<file path="config.mk">
export PLATFORM = sky130hd
export DESIGN_NAME = radix2_seq_divider
export DESIGN_NICKNAME = d
export VERILOG_FILES = /design/src/rtl/radix2_seq_divider.sv
export SDC_FILE = /design/constraint.sdc
export NUM_CORES = 1
export LEC_CHECK = 0
export BUFFER_PORTS_ARGS = -buffer_cell sky130_fd_sc_hd__buf_2
export CORE_ASPECT_RATIO = 1.25
export CORE_MARGIN = 10
export CORE_UTILIZATION = 50
export CTS_CLUSTER_SIZE = 12
export DETAILED_ROUTE_END_ITERATION = 6
export PLACE_DENSITY = 0.77
export SLEW_MARGIN = 20
export SYNTH_ARGS = -nofsm -noshare
export SYNTH_HDL_FRONTEND = slang
export SYNTH_SLANG_ARGS = --single-unit
</file>
<file path="constraint.sdc">
create_clock -name CLK -period 3.5 [get_ports CLK]
set_clock_uncertainty 0.05 [all_clocks]
set_input_delay 1.05 -clock CLK [delete_from_list [all_inputs] [get_ports CLK]]
set_output_delay 1.05 -clock CLK [all_outputs]
set_load 0.01 [all_outputs]
</file>
<file path="src/rtl/radix2_seq_divider.sv">
// ----------------------------------------------------------------------------
// radix2_seq_divider
//   Iterative radix-2 restoring divider core for the RV32M divide unit.
//   Produces one quotient bit per enabled cycle. A sign-fixup cycle follows,
//   and then a registered one-cycle finished pulse. The upstream wrapper
//   filters out divide-by-zero and signed overflow. Divide-by-zero is still
//   well defined here: the quotient magnitude is all ones and the remainder
//   is |dividend|.
//
//   Optional build macro: DIV_EARLY_TERM_EN
//     When defined, the dividend magnitude is pre-normalised by its leading
//     zero count. Only the significant bits are then iterated.
//
// Ports
//   CLK          in   1         clock
//   nRST         in   1         async reset, active-low
//   i_start      in   1         latch operands and begin a divide (restarts if busy)
//   i_ena        in   1         iteration enable; low stalls in place
//   i_flush      in   1         abort current op, return to idle, no finished pulse
//   i_is_signed  in   1         operands are two's complement (sampled with start)
//   i_dividend   in   NUM_BITS  sampled with start
//   i_divisor    in   NUM_BITS  sampled with start
//   o_busy       out  1         high while iterating or fixing up signs
//   o_finished   out  1         one-cycle pulse; results valid that cycle
//   o_quotient   out  NUM_BITS  held from finished until the next result
//   o_remainder  out  NUM_BITS  held from finished until the next result
// ----------------------------------------------------------------------------
module radix2_seq_divider #(
  parameter int unsigned NUM_BITS = 32
) (
  input  logic                CLK,
  input  logic                nRST,
  input  logic                i_start,
  input  logic                i_ena,
  input  logic                i_flush,
  input  logic                i_is_signed,
  input  logic [NUM_BITS-1:0] i_dividend,
  input  logic [NUM_BITS-1:0] i_divisor,
  output logic                o_busy,
  output logic                o_finished,
  output logic [NUM_BITS-1:0] o_quotient,
  output logic [NUM_BITS-1:0] o_remainder
);

  localparam int unsigned W     = NUM_BITS;
  localparam int unsigned PW    = NUM_BITS + 1;
  localparam int unsigned CNT_W = $clog2(NUM_BITS + 1);

  typedef enum logic [1:0] {
    S_IDLE  = 2'd0,
    S_ITER  = 2'd1,
    S_FIXUP = 2'd2
  } state_t;

  state_t           r_state,  w_nxt_state;
  logic [CNT_W-1:0] r_count,  w_nxt_count;
  logic [PW-1:0]    r_prem,   w_nxt_prem;
  logic [W-1:0]     r_dvd,    w_nxt_dvd;
  logic [W-1:0]     r_dvs,    w_nxt_dvs;
  logic             r_q_neg,  w_nxt_q_neg;
  logic             r_r_neg,  w_nxt_r_neg;
  logic             w_nxt_busy;
  logic             w_nxt_finished;
  logic [W-1:0]     w_nxt_quotient;
  logic [W-1:0]     w_nxt_remainder;

  // Operand signs and magnitudes. The magnitude of the most negative value
  // is exact because the magnitude is held as W-bit unsigned.
  logic         w_sd, w_sv;
  logic [W-1:0] w_dd_mag, w_dv_mag;

  assign w_sd     = i_is_signed & i_dividend[W-1];
  assign w_sv     = i_is_signed & i_divisor[W-1];
  assign w_dd_mag = w_sd ? (-i_dividend) : i_dividend;
  assign w_dv_mag = w_sv ? (-i_divisor)  : i_divisor;

  // One restoring step. The partial remainder is one bit wider than the
  // divisor, so the shifted value always compares correctly.
  logic [PW-1:0] w_prem_sh;
  logic          w_ge;

  assign w_prem_sh = (r_prem << 1) | PW'(r_dvd[W-1]);
  assign w_ge      = (w_prem_sh >= {1'b0, r_dvs});

`ifdef DIV_EARLY_TERM_EN
  // Leading-zero count of the dividend magnitude. The result is W when the
  // magnitude is zero.
  function automatic logic [CNT_W-1:0] f_lzc(input logic [W-1:0] v);
    logic [CNT_W-1:0] lz;
    lz = CNT_W'(W);
    for (int i = 0; i < int'(W); i++) begin
      if (v[i]) lz = CNT_W'(int'(W) - 1 - i);
    end
    return lz;
  endfunction

  // A zero divisor keeps the full iteration count. This lets it produce the
  // same all-ones quotient as the fixed-latency build.
  logic [CNT_W-1:0] w_lz;
  assign w_lz = (w_dv_mag == '0) ? '0 : f_lzc(w_dd_mag);
`endif

  // State and datapath registers.
  always_ff @(posedge CLK or negedge nRST) begin
    if (!nRST) begin
      r_state     <= S_IDLE;
      r_count     <= '0;
      r_prem      <= '0;
      r_dvd       <= '0;
      r_dvs       <= '0;
      r_q_neg     <= 1'b0;
      r_r_neg     <= 1'b0;
      o_busy      <= 1'b0;
      o_finished  <= 1'b0;
      o_quotient  <= '0;
      o_remainder <= '0;
    end else begin
      r_state     <= w_nxt_state;
      r_count     <= w_nxt_count;
      r_prem      <= w_nxt_prem;
      r_dvd       <= w_nxt_dvd;
      r_dvs       <= w_nxt_dvs;
      r_q_neg     <= w_nxt_q_neg;
      r_r_neg     <= w_nxt_r_neg;
      o_busy      <= w_nxt_busy;
      o_finished  <= w_nxt_finished;
      o_quotient  <= w_nxt_quotient;
      o_remainder <= w_nxt_remainder;
    end
  end

  // Next-state and datapath logic. Priority is flush > start > ena.
  always_comb begin
    w_nxt_state     = r_state;
    w_nxt_count     = r_count;
    w_nxt_prem      = r_prem;
    w_nxt_dvd       = r_dvd;
    w_nxt_dvs       = r_dvs;
    w_nxt_q_neg     = r_q_neg;
    w_nxt_r_neg     = r_r_neg;
    w_nxt_finished  = 1'b0;
    w_nxt_quotient  = o_quotient;
    w_nxt_remainder = o_remainder;

    if (i_flush) begin
      w_nxt_state = S_IDLE;
    end else if (i_start) begin
      // Loading a new op also abandons any op in progress, without a pulse.
      w_nxt_state = S_ITER;
      w_nxt_prem  = '0;
      w_nxt_dvs   = w_dv_mag;
      w_nxt_q_neg = w_sd ^ w_sv;
      w_nxt_r_neg = w_sd;
`ifdef DIV_EARLY_TERM_EN
      w_nxt_dvd   = w_dd_mag << w_lz;
      w_nxt_count = (w_lz == CNT_W'(W)) ? CNT_W'(1) : (CNT_W'(W) - w_lz);
`else
      w_nxt_dvd   = w_dd_mag;
      w_nxt_count = CNT_W'(W);
`endif
    end else begin
      case (r_state)
        S_ITER: begin
          if (i_ena) begin
            // The dividend register fills from the LSB with quotient bits.
            w_nxt_prem  = w_ge ? (w_prem_sh - {1'b0, r_dvs}) : w_prem_sh;
            w_nxt_dvd   = {r_dvd[W-2:0], w_ge};
            w_nxt_count = r_count - CNT_W'(1);
            if (r_count == CNT_W'(1)) w_nxt_state = S_FIXUP;
          end
        end
        S_FIXUP: begin
          w_nxt_quotient  = r_q_neg ? (-r_dvd) : r_dvd;
          w_nxt_remainder = r_r_neg ? (-r_prem[W-1:0]) : r_prem[W-1:0];
          w_nxt_finished  = 1'b1;
          w_nxt_state     = S_IDLE;
        end
        default: begin
        end
      endcase
    end

    w_nxt_busy = (w_nxt_state != S_IDLE);
  end

endmodule

</file>
Yosys cells after proc, flatten, opt, wreduce, memory -nomap -nowiden
Index checks and enable logic that the tools add are counted.
{ "word_totals": {"wordCells": 55, "regBits": 172, "inputBits": 70, "out_inout_bits": 66} }
{ "classes": {"addsub": 6, "mux": 22, "n_eq_ne": 3, "n_reduce_logical": 6, "n_lt_le_gt_ge": 1, "n_bitwise": 6} }
{ "op_table": {"columns": ["operator", "count"], "rows": [
  ["$mux W32", 11],
  ["$neg A32 Y32", 4],
  ["$ge A33 B32 Y1", 1],
  ["$or A33 B1 Y33", 1],
  ["$sub A32 B32 Y32", 1],
  ["$mux W6", 3],
  ["$mux W2", 4],
  ["$eq A6 B1 Y1 const B", 1],
  ["$reduce_and A3 Y1", 2],
  ["$reduce_bool A2 Y1", 3],
  ["$sub A6 B1 Y6 const B", 1],
  ["$pmux W2 S2", 1],
  ["$mux W1", 3],
  ["$and A1 B1 Y1", 2],
  ["$eq A2 B1 Y1 const B", 1],
  ["$eq A2 B2 Y1 const B", 1],
  ["$not A1 Y1", 2],
  ["$reduce_and A2 Y1", 1],
  ["$xor A1 B1 Y1", 1]
]} }

Depth between registers and ports, before layout
Gate-level depths: netlist of the first run.
{ "logic_depth": {"ltp_word": 7, "mapped_depth": 13} }

Worst setup path before layout of the first run
No wires, ideal clock.
{ "synth_path": {"path_kind": "input to register", "startpoint": "in i_dividend[12]", "endpoint": "reg r_dvd[25]", "t_required_ps": 3316, "setup_time_ps": 134, "cell_stages": 8, "slack_ps": 204, "arrival_time_ps": 3112, "path_buffers": 0, "path_cell_list": "or4_1 or4_1 nor3_2 nand3_1 o41ai_1 xor2_1 o2bb2ai_1 o21ai_0"} }
{ "synth_between": {"elab_chain_len": 3} }
{ "synth_lines": {"columns": ["item", "line", "text"], "rows": [
  ["start, declared", "37", "input logic [NUM_BITS-1:0] i_dividend,"],
  ["$neg A32 Y32", "74", "assign w_dd_mag = w_sd ? (-i_dividend) : i_dividend;"],
  ["$mux W32", "74", null],
  ["$mux W32", "147", "end else if (i_start) begin"],
  ["end signal, assigned", "121", "r_dvd <= w_nxt_dvd;"],
  ["end, declared", "58", "logic [W-1:0] r_dvd, w_nxt_dvd;"]
]} }
Every way passes these cells.
A chain may end at the register's enable or synchronous reset.

Worst setup path after layout of the first run
{ "layout_path": {"startpoint": "reg r_prem[11]", "endpoint": "reg r_prem[31]"} }
{ "layout_between": {"elab_chain_len": 6, "elab_cells_between_ends": 7, "classes_between": "1 x add/sub; 1 x order compare; 4 x mux; 1 x bitwise"} }
{ "layout_lines": {"columns": ["item", "line", "text"], "rows": [
  ["start, declared", "57", "logic [PW-1:0] r_prem, w_nxt_prem;"],
  ["start signal, assigned", "120", "r_prem <= w_nxt_prem;"],
  ["$or A33 B1 Y33 *", "82", "assign w_prem_sh = (r_prem << 1) | PW'(r_dvd[W-1]);"],
  ["$sub A32 B32 Y32 / $ge A33 B32 Y1 (equally long branches)", "166, 83", null],
  ["$mux W32 *", "166", "w_nxt_prem = w_ge ? (w_prem_sh - {1'b0, r_dvs}) : w_prem_sh;"],
  ["$mux W32 *", "164", "if (i_ena) begin"],
  ["$mux W32 *", "162", "case (r_state)"],
  ["$mux W32 *", "147", null]
]} }
Mark *: on every way between the ends. The rest lies on a longest branch, timed or not. The select of a mux whose other input is x is not followed.

==> results of run 1 <==
[registers in the layout, summed over array words and instances (netlist names)]
name	count
r_prem	32
r_state	2
r_dvs	32
o_finished	1
r_q_neg	1
r_dvd	32
r_count	6
r_r_neg	1
o_busy	1
o_quotient	32
o_remainder	32
[layout make-up]
| class | count | area [µm²] | area share (%) |
|---|---|---|---|
| Inverter | 55 | 206 | 1.60 |
| Clock buffer | 18 | 439 | 3.40 |
| Antenna cell | 1 | 2.50 | 0.0194 |
| Multi-Input combinational cell | 1043 | 6350 | 49.2 |
| Timing Repair Buffer | 181 | 1080 | 8.35 |
| Sequential cell | 172 | 4300 | 33.4 |
| Clock inverter | 14 | 170 | 1.32 |
| Tap cell | 279 | 349 | 2.71 |
[worst paths after layout]
| check | start | end | depth (start not counted) |
|---|---|---|---|
| max in group asynchronous | nRST | o_quotient[8]$_DFFE_PN0P_ | 2 |
| worst max-delay path | r_prem[11]$_DFFE_PN0P_ | r_prem[31]$_DFFE_PN0P_ | 10 |
| worst max register to register | r_prem[11]$_DFFE_PN0P_ | r_prem[31]$_DFFE_PN0P_ | 10 |
| min in group asynchronous | nRST | r_dvs[8]$_DFFE_PN0P_ | 1 |
| worst min register to register | o_quotient[14]$_DFFE_PN0P_ | o_quotient[14]$_DFFE_PN0P_ | 2 |
| worst min-delay path | o_quotient[14]$_DFFE_PN0P_ | o_quotient[14]$_DFFE_PN0P_ | 2 |
[synthesized netlist by cell type, types with 3 or more instances]
library cell	number
nand2_1	221
o21ai_0	218
dfrtp_1	172
xor2_1	99
nor2_1	74
a21oi_1	67
clkbuf_1	61
inv_1	55
xnor2_1	48
ha_1	40
o31ai_1	28
nor3_1	24
nand3_1	23
a21o_1	16
a22oi_1	14
o41ai_1	14
nor4_1	13
or4_1	13
or3_1	12
and2_1	11
nand2b_1	9
buf_1	8
mux2i_1	8
a31oi_1	6
and3_1	6
nor2b_1	6
a32oi_1	5
nand4_1	5
o21a_1	5
a211oi_1	4
o211ai_1	4
o21ai_1	4
a41oi_1	3
o21bai_1	3
o22ai_1	3
o2bb2ai_1	3
or2_2	3
or3_4	3
[worst min-delay path: stages (launching register included)]
cell,delay [ns]
dfrtp_1,0.34
nand2_1,0.04
o21ai_0,0.06
[timing repair]
action | 4_1_cts | 5_1_grt
gates resized for setup | 0 | 2
buffers inserted | 0 | 0
hold buffers | 0 | 0
endpoints found under the setup margin | 0 | 2
[layer usage]
layer / part of all wire (%) / GRT usage, % / vias to the layer above
li1: - / - / 4971
met1: 46 / 26.9 / 4631
met2: 46 / 31.0 / 360
met3: 6.2 / 3.36 / 54
met4: 2.4 / 7.27 / 0
met5: 0 / 0 / -
[power by group through the flow]
| stage | sequential, mW | clock (mW) | combinational, mW |
|---|---|---|---|
| CTS | 2.32 | 2.00 | 1.03 |
| finish | 2.33 | 1.98 | 1.03 |
| global route | 2.35 | 2.10 | 1.17 |
| floorplan | 2.29 | 0 | 0.733 |
| detailed placement | 2.36 | 0 | 1.02 |
| global placement | 2.35 | 0 | 0.996 |
[kinds of logic after synthesis]
kind of cell	after synthesis	synth area share, %
buffers and inverters	124	4.20
and+or+nand+nor	433	17.8
muxes	9	0.824
AOI/OAI and AO/OA	413	22.0
xor gates and xnor gates	147	11.6
DFF	172	38.8
adders and majority gates	41	4.70
[per-stage QoR]
stage          power [mW]  utilization, %  hold slack [ns]  setup WS, ns  area (µm²)
2_1_floorplan        3.02               -            0.400         0.204       11100
3_3_place_gp         3.34            56.6            0.405        0.0577       12300
3_5_place_dp         3.38            56.6            0.415       0.00354       12300
4_1_cts              5.35            59.4            0.430         0.225       12900
5_1_grt              5.62            59.5            0.447        0.0330       12900
6_report             5.34            59.5            0.425         0.245       12900
==> results.txt, run 1 <==
* Outcome: finished with violations
* Violations in the final reports: design-rule violations
* Starting DRC count in detailed routing: 917
- Clock network latency to the later pin of the worst-skew pair: 0.44 ns
- In this run the remaining antenna-violating nets after routing total 0.
* Maxcap violations: 0
- TritonCTS built the clock tree.
- Detailed-route via count: 10000
- Layout Area Growth over Synthesis: 16.4%
* Horizontal extent of the die: 153 µm
- Net switching component of the power: 1.68 mW
- Proportion of register bits with asynchronous set or reset after synthesis: 100%
- Worst max-slew margin expressed relative to the limit: 32.9%
- Number of global-route vias before repair: 9658
- Count of cell types in the netlist: 63
- During placement, the flow inserted port buffers numbering 135.
- Number of H-tree branching levels: 4
- The cell that appears most often on the critical path is a21oi_1.
* Share of power burned in combinational logic: 19.3%
- Initial core utilization: 51.1%
* Power per standard cell area: 414 mW/mm²
- Internal power comes to 3.66 mW.
- Leakage dissipation: 6.11 nW
- Total grt overflow: 0
- The die covers 0.0286 mm².
- Timing would allow up to 307 MHz.
- Aggregate global-route resource usage: 19.8%
* Clock buffer count from CTS: 17
- Fill cells in the final layout number 1869.
- Mapped Cells: 1339
- Entering global routing, the biggest net connects 64 pins.
- For this run, the slowest stage of the critical path takes 0.62 ns.
- Top Ports: 136
* Setup crit end kind: register
- Ordered cell list for the critical path: ha_1 -> a21oi_1 -> o21ai_0 -> a21oi_1 -> nand2_1 -> a41o_1 -> a2111oi_0 -> nor3_1 -> mux2_2 -> o211ai_1
- Total nets after synthesis: 1450
* Library cell used as clock root buffer: clkbuf_16
- Global-route wire length before repair: 48.1 mm
- Final critical path time including I/O delays and setup: 3.26 ns
- The clock drives 172 sinks.
* Max-slew violation count: 0
* RSZ-0062 raised after global routing: no
- IR analysis of the VDD net gives a maximum drop of 0.000347 V.
* Initial antenna violation count: 1
* Number of flops mapped to enable cells by yosys: 0
- The first detailed-routing pass took 7 iterations.
- The congestion estimate from routability-driven global placement came to 0.945.
- Net switching is 31.5% of the power.
- Registers are responsible for 43.6% of the overall power.
* Total count of hold-check failures in the final report: 0
* Post-synth top area cell: dfrtp_1
- In this run the vertical extent of the chip is 186 µm.
- Setup violations remaining at the end of the flow were counted as 0.
- Maximum fanout encountered on the critical timing path: 7
- Mean area per synthesized cell: 8.28 µm²
- Clock-pin slew was measured on the worst setup and hold paths at 0.07 ns.
- Required arrival time at the worst endpoint: 3.80 ns
- The clock network is responsible for 37.1% of the overall power.
* Post-detail-place hpwl: 22.3 mm
- Cell family with most CP delay: compound AO/OA/AOI/OAI gates
* Layout cell share with drive strength beyond 1: 15.6%
- Leading cell type in the layout, fill and taps excluded: nand2_1
- Flip-flop cell with the highest count after synthesis: dfrtp_1
- Setup total negative slack on the finished layout was measured at 0 ns.
* Final critical-path share of the clock period: 93.0%
- Post-detailed-route via-to-cell ratio: 5.68
* Proportion of synthesized chip area in sequential cells: 38.8%
- In this run the deepest clock path goes through 2 buffers.
- CP startpoint kind: register
- Signal arrival time at the worst endpoint: 3.55 ns
- Path type of the worst min-delay path: reg2reg
- Register bit count reported by yosys: 172
- Dpl cells: 1730
- Crit path buf inv count: 0
- Transition time at the pin with the least slew margin: 1.01 ns
- Most frequent cells in the layout: nand2_1, o21ai_0, dfrtp_1
* Ys Warns: 0
- Minimum setup slack among reg-to-reg paths: 0.24 ns
- Final #Nets: 1581
- After the flow finishes, the layout carries non-filler instances totaling 1763.
* Total Wirelength: 28.9 mm
- Dividing the detail-routed wire length by the instance count gives 16.4 µm.
* Number of placement rows: 60
- Synthesized cell area: 0.0111 mm²
- The slowest stage of the critical path belongs to the cell a2111oi_0.
* Area of the placeable core: 0.0217 mm²
* Post-synth top area share: 38.8%
- In the routed design, unresolved DRC markers number 2.
- By startpoint and endpoint, the worst setup path is classified as reg2reg.
- Leading cell types by total area after synthesis: dfrtp_1, o21ai_0, xor2_1
No activity file was read; power rests on OpenSTA's default activity.
==> inputs of run 2 (changes only) <==
CORE_UTILIZATION = 59   (was 50)
PLACE_DENSITY = 0.88   (was 0.77)
==> run 2 against run 1 <==
The flow now finishes without violations. Combinational power about the same. Routed wire length increased by 0.84%. Sequential power about the same. Worst hold slack got worse by 0.0022 ns. Count of clock-buffer cells in the layout unchanged. Fmax decreased by 3.9%.
==> results.txt, run 2 (synthesis results as in run 1) <==
* Outcome: finished, final reports clean
* Multi-input logic area: 0.00634 mm² (about the same)
* Final critical path time including I/O delays and setup: 3.39 ns (+0.132 ns)
- The maximum level of the CTS H-tree is 4 (unchanged).
* Met2 Wirelength: 13.8 mm (+3.6%)
- STA classifies the critical path startpoint as a register.
- Setup crit end kind: register
- Clock buffer count from CTS: 17 (unchanged)
- Post-route antenna net violation count: 0 (unchanged)
* Maximum fanout encountered on the critical timing path: 4 (-3)
- The cts-stage hold buffer count is 0 (unchanged).
* Final critical-path share of the clock period: 96.8% (+3.8 points)
- Post-cts sizing count: 0 (unchanged)
- Power per standard cell area: 405 mW/mm² (-2.1%)
- The clock latency of the later-clocked register in the worst-skew pair was 0.44 ns (about the same).
- The met1 wire length was 12.7 mm (-3.5%).
- The number of placed I/O pins was 136 (unchanged).
- The worst path required time came to 3.79 ns (about the same).
- The slowest stage of the critical path belongs to the cell a2111oi_0.
- Setup repair after global routing left no endpoint under its margin.
- The number of violations reported at the end of detailed-routing iteration 0 came to 1033 (+13%).
- Port bufs: 135 (unchanged)
- TritonCTS built the clock tree.
- The total number of clock tree sinks came to 172 (unchanged).
- The setup TNS after final layout is 0 ns (unchanged).
- The average routed wire per standard cell is 17.0 µm (+3.5%).
- The peak supply drop came to 0.000366 V (+5.4%).
- Maximum buffer depth of the clock tree: 2 (unchanged)
- The final routed wirelength across all metal layers was 29.2 mm (+0.84%).
* Number of iterations in the first detailed-routing pass: 6 (-1)
- The floorplan die area is 0.0247 mm² (-14%).
- Total count of hold-check failures in the final report: 0 (unchanged)
* Maxcap violations: 0 (unchanged)
* Layout Area Growth over Synthesis: 15.6%
- Total grt overflow: 0 (unchanged)
- Max-slew violation count: 0 (unchanged)
- Layout cell share with drive strength beyond 1: 15.6% (about the same)
- Global placer's final weighted congestion: 0.983 (+4.1%)
- Vert. Die Dim: 173 µm (-7.1%)
* Total Power: 5.19 mW (-2.8%)
- The number of design rule violations left after detail routing was 0 (-2).
- The clock transition at the registers of the reported paths came to 0.07 ns (about the same).
* Global-route wire length before repair: 47.4 mm (-1.5%)
- Achievable Freq: 295 MHz (-3.9%)
* Ordered cell list for the critical path: inv_1 -> ha_1 -> nor2b_1 -> o2111ai_1 -> and2_1 -> o31ai_1 -> buf_4 -> a41o_1 -> a2111oi_0 -> nor3_1 -> mux2_2 -> o211ai_1
- The initial core utilization came to 59.5% (+8.4 points).
- Number of placement rows: 56 (-6.7%)
- Library cell used as clock root buffer: clkbuf_16
* Aggregate global-route resource usage: 23.2% (+3.4 points)
* Leading cell type in the layout, fill and taps excluded: nand2_1
* Transition time at the pin with the least slew margin: 0.991 ns (-0.0155 ns)
- Post-detailed-route via-to-cell ratio: 5.96 (+4.9%)
- The maximum number of pins on one net before global-route repair was 69 (+7.8%).
* Post-CTS setup buffers: 0 (unchanged)
- The biggest cell delay along the critical path is 0.70 ns (+0.08 ns).
- Worst setup path category: reg2reg
- The sum of met3 wire segment lengths after detailed routing was 1.94 mm (+8.2%).
- Most frequent cells in the layout: nand2_1, o21ai_0, dfrtp_1
* Filler Cells Inserted: 1467 (-22%)
- The highest layer touched by signal routing is met4.
- The leakage power came to 6.10 nW (-0.18%).
- Detailed-route via count: 10200 (+2.1%)
* Signal arrival time at the worst endpoint: 3.68 ns (+0.13 ns)
- Footprint of the flip-flops and latches: 0.00430 mm² (unchanged)
- In this run the worst hold path is classified as reg2reg.
* Horizontal extent of the die: 143 µm (-6.9%)
- Post-detail-place hpwl: 22.3 mm (+0.19%)
- Number of setup violations in the final report: 0 (unchanged)
* Worst max-slew margin expressed relative to the limit: 33.9% (+1.0 points)
- The number of global-route vias before repair was 9679 (+0.22%).
* Initial antenna violation count: 1 (unchanged)
- Area of the placeable core: 0.0186 mm² (-14%)
- Final #Nets: 1582 (+0.063%)
run 2: final timing paths:
check                                           startpoint                    endpoint  slack [ns]  cells past startpoint
max in group asynchronous                             nRST  o_quotient[11]$_DFFE_PN0P_        2.15                      2
worst min-delay path            o_quotient[18]$_DFFE_PN0P_  o_quotient[18]$_DFFE_PN0P_        0.42                      2
min in group asynchronous                             nRST      r_prem[10]$_DFFE_PN0P_        0.52                      1
worst max-delay path                  r_dvs[1]$_DFFE_PN0P_      r_prem[31]$_DFFE_PN0P_        0.11                     12
worst max register to register        r_dvs[1]$_DFFE_PN0P_      r_prem[31]$_DFFE_PN0P_        0.11                     12
worst min register to register  o_quotient[18]$_DFFE_PN0P_  o_quotient[18]$_DFFE_PN0P_        0.42                      2
run 2: through the flow:
| step | hold slack (ns) | setup WS [ns] | utilization (%) | instances | instance area (µm²) |
|---|---|---|---|---|---|
| floorplan | 0.400 | 0.204 | - | 1339 | 11100 |
| global placement | 0.406 | 0.0718 | 65.7 | 1684 | 12200 |
| detailed placement | 0.415 | 0.0470 | 65.7 | 1684 | 12200 |
| CTS | 0.431 | 0.249 | 68.7 | 1716 | 12800 |
| global route | 0.444 | 0.0564 | 68.7 | 1717 | 12800 |
| finish | 0.423 | 0.113 | 68.7 | 1717 | 12800 |
run 2: power breakdown:
group	internal (mW)	leakage, nW	switching, mW
clock	0.954	0.270	0.877
sequential	2.14	2.30	0.191
combinational	0.420	3.53	0.610
total	3.51	6.10	1.68
run 2: layer usage:
metal	GRT usage, %	vias up
met5	0	-
met4	8.83	0
met3	3.40	61
met2	37.6	384
met1	30.5	4813
li1	-	4970
run 2: layout make-up:
type | count | area share, %
Sequential cell | 172 | 33.6
Inverter | 55 | 1.61
Clock inverter | 14 | 0.977
Tap cell | 232 | 2.27
Antenna cell | 1 | 0.0195
Multi-Input combinational cell | 1043 | 49.5
Clock buffer | 18 | 3.43
Timing Repair Buffer | 182 | 8.57
run 2: worst max-delay path, delay by kind of cell, from the launching register on:
family | cells | cell delay [ns]
and+or+nand+nor | 3 | 0.51
AOI/OAI and AO/OA | 5 | 1.49
muxes | 1 | 0.32
buffers and inverters | 2 | 0.27
adders and majority gates | 1 | 0.24
DFF | 1 | 0.41
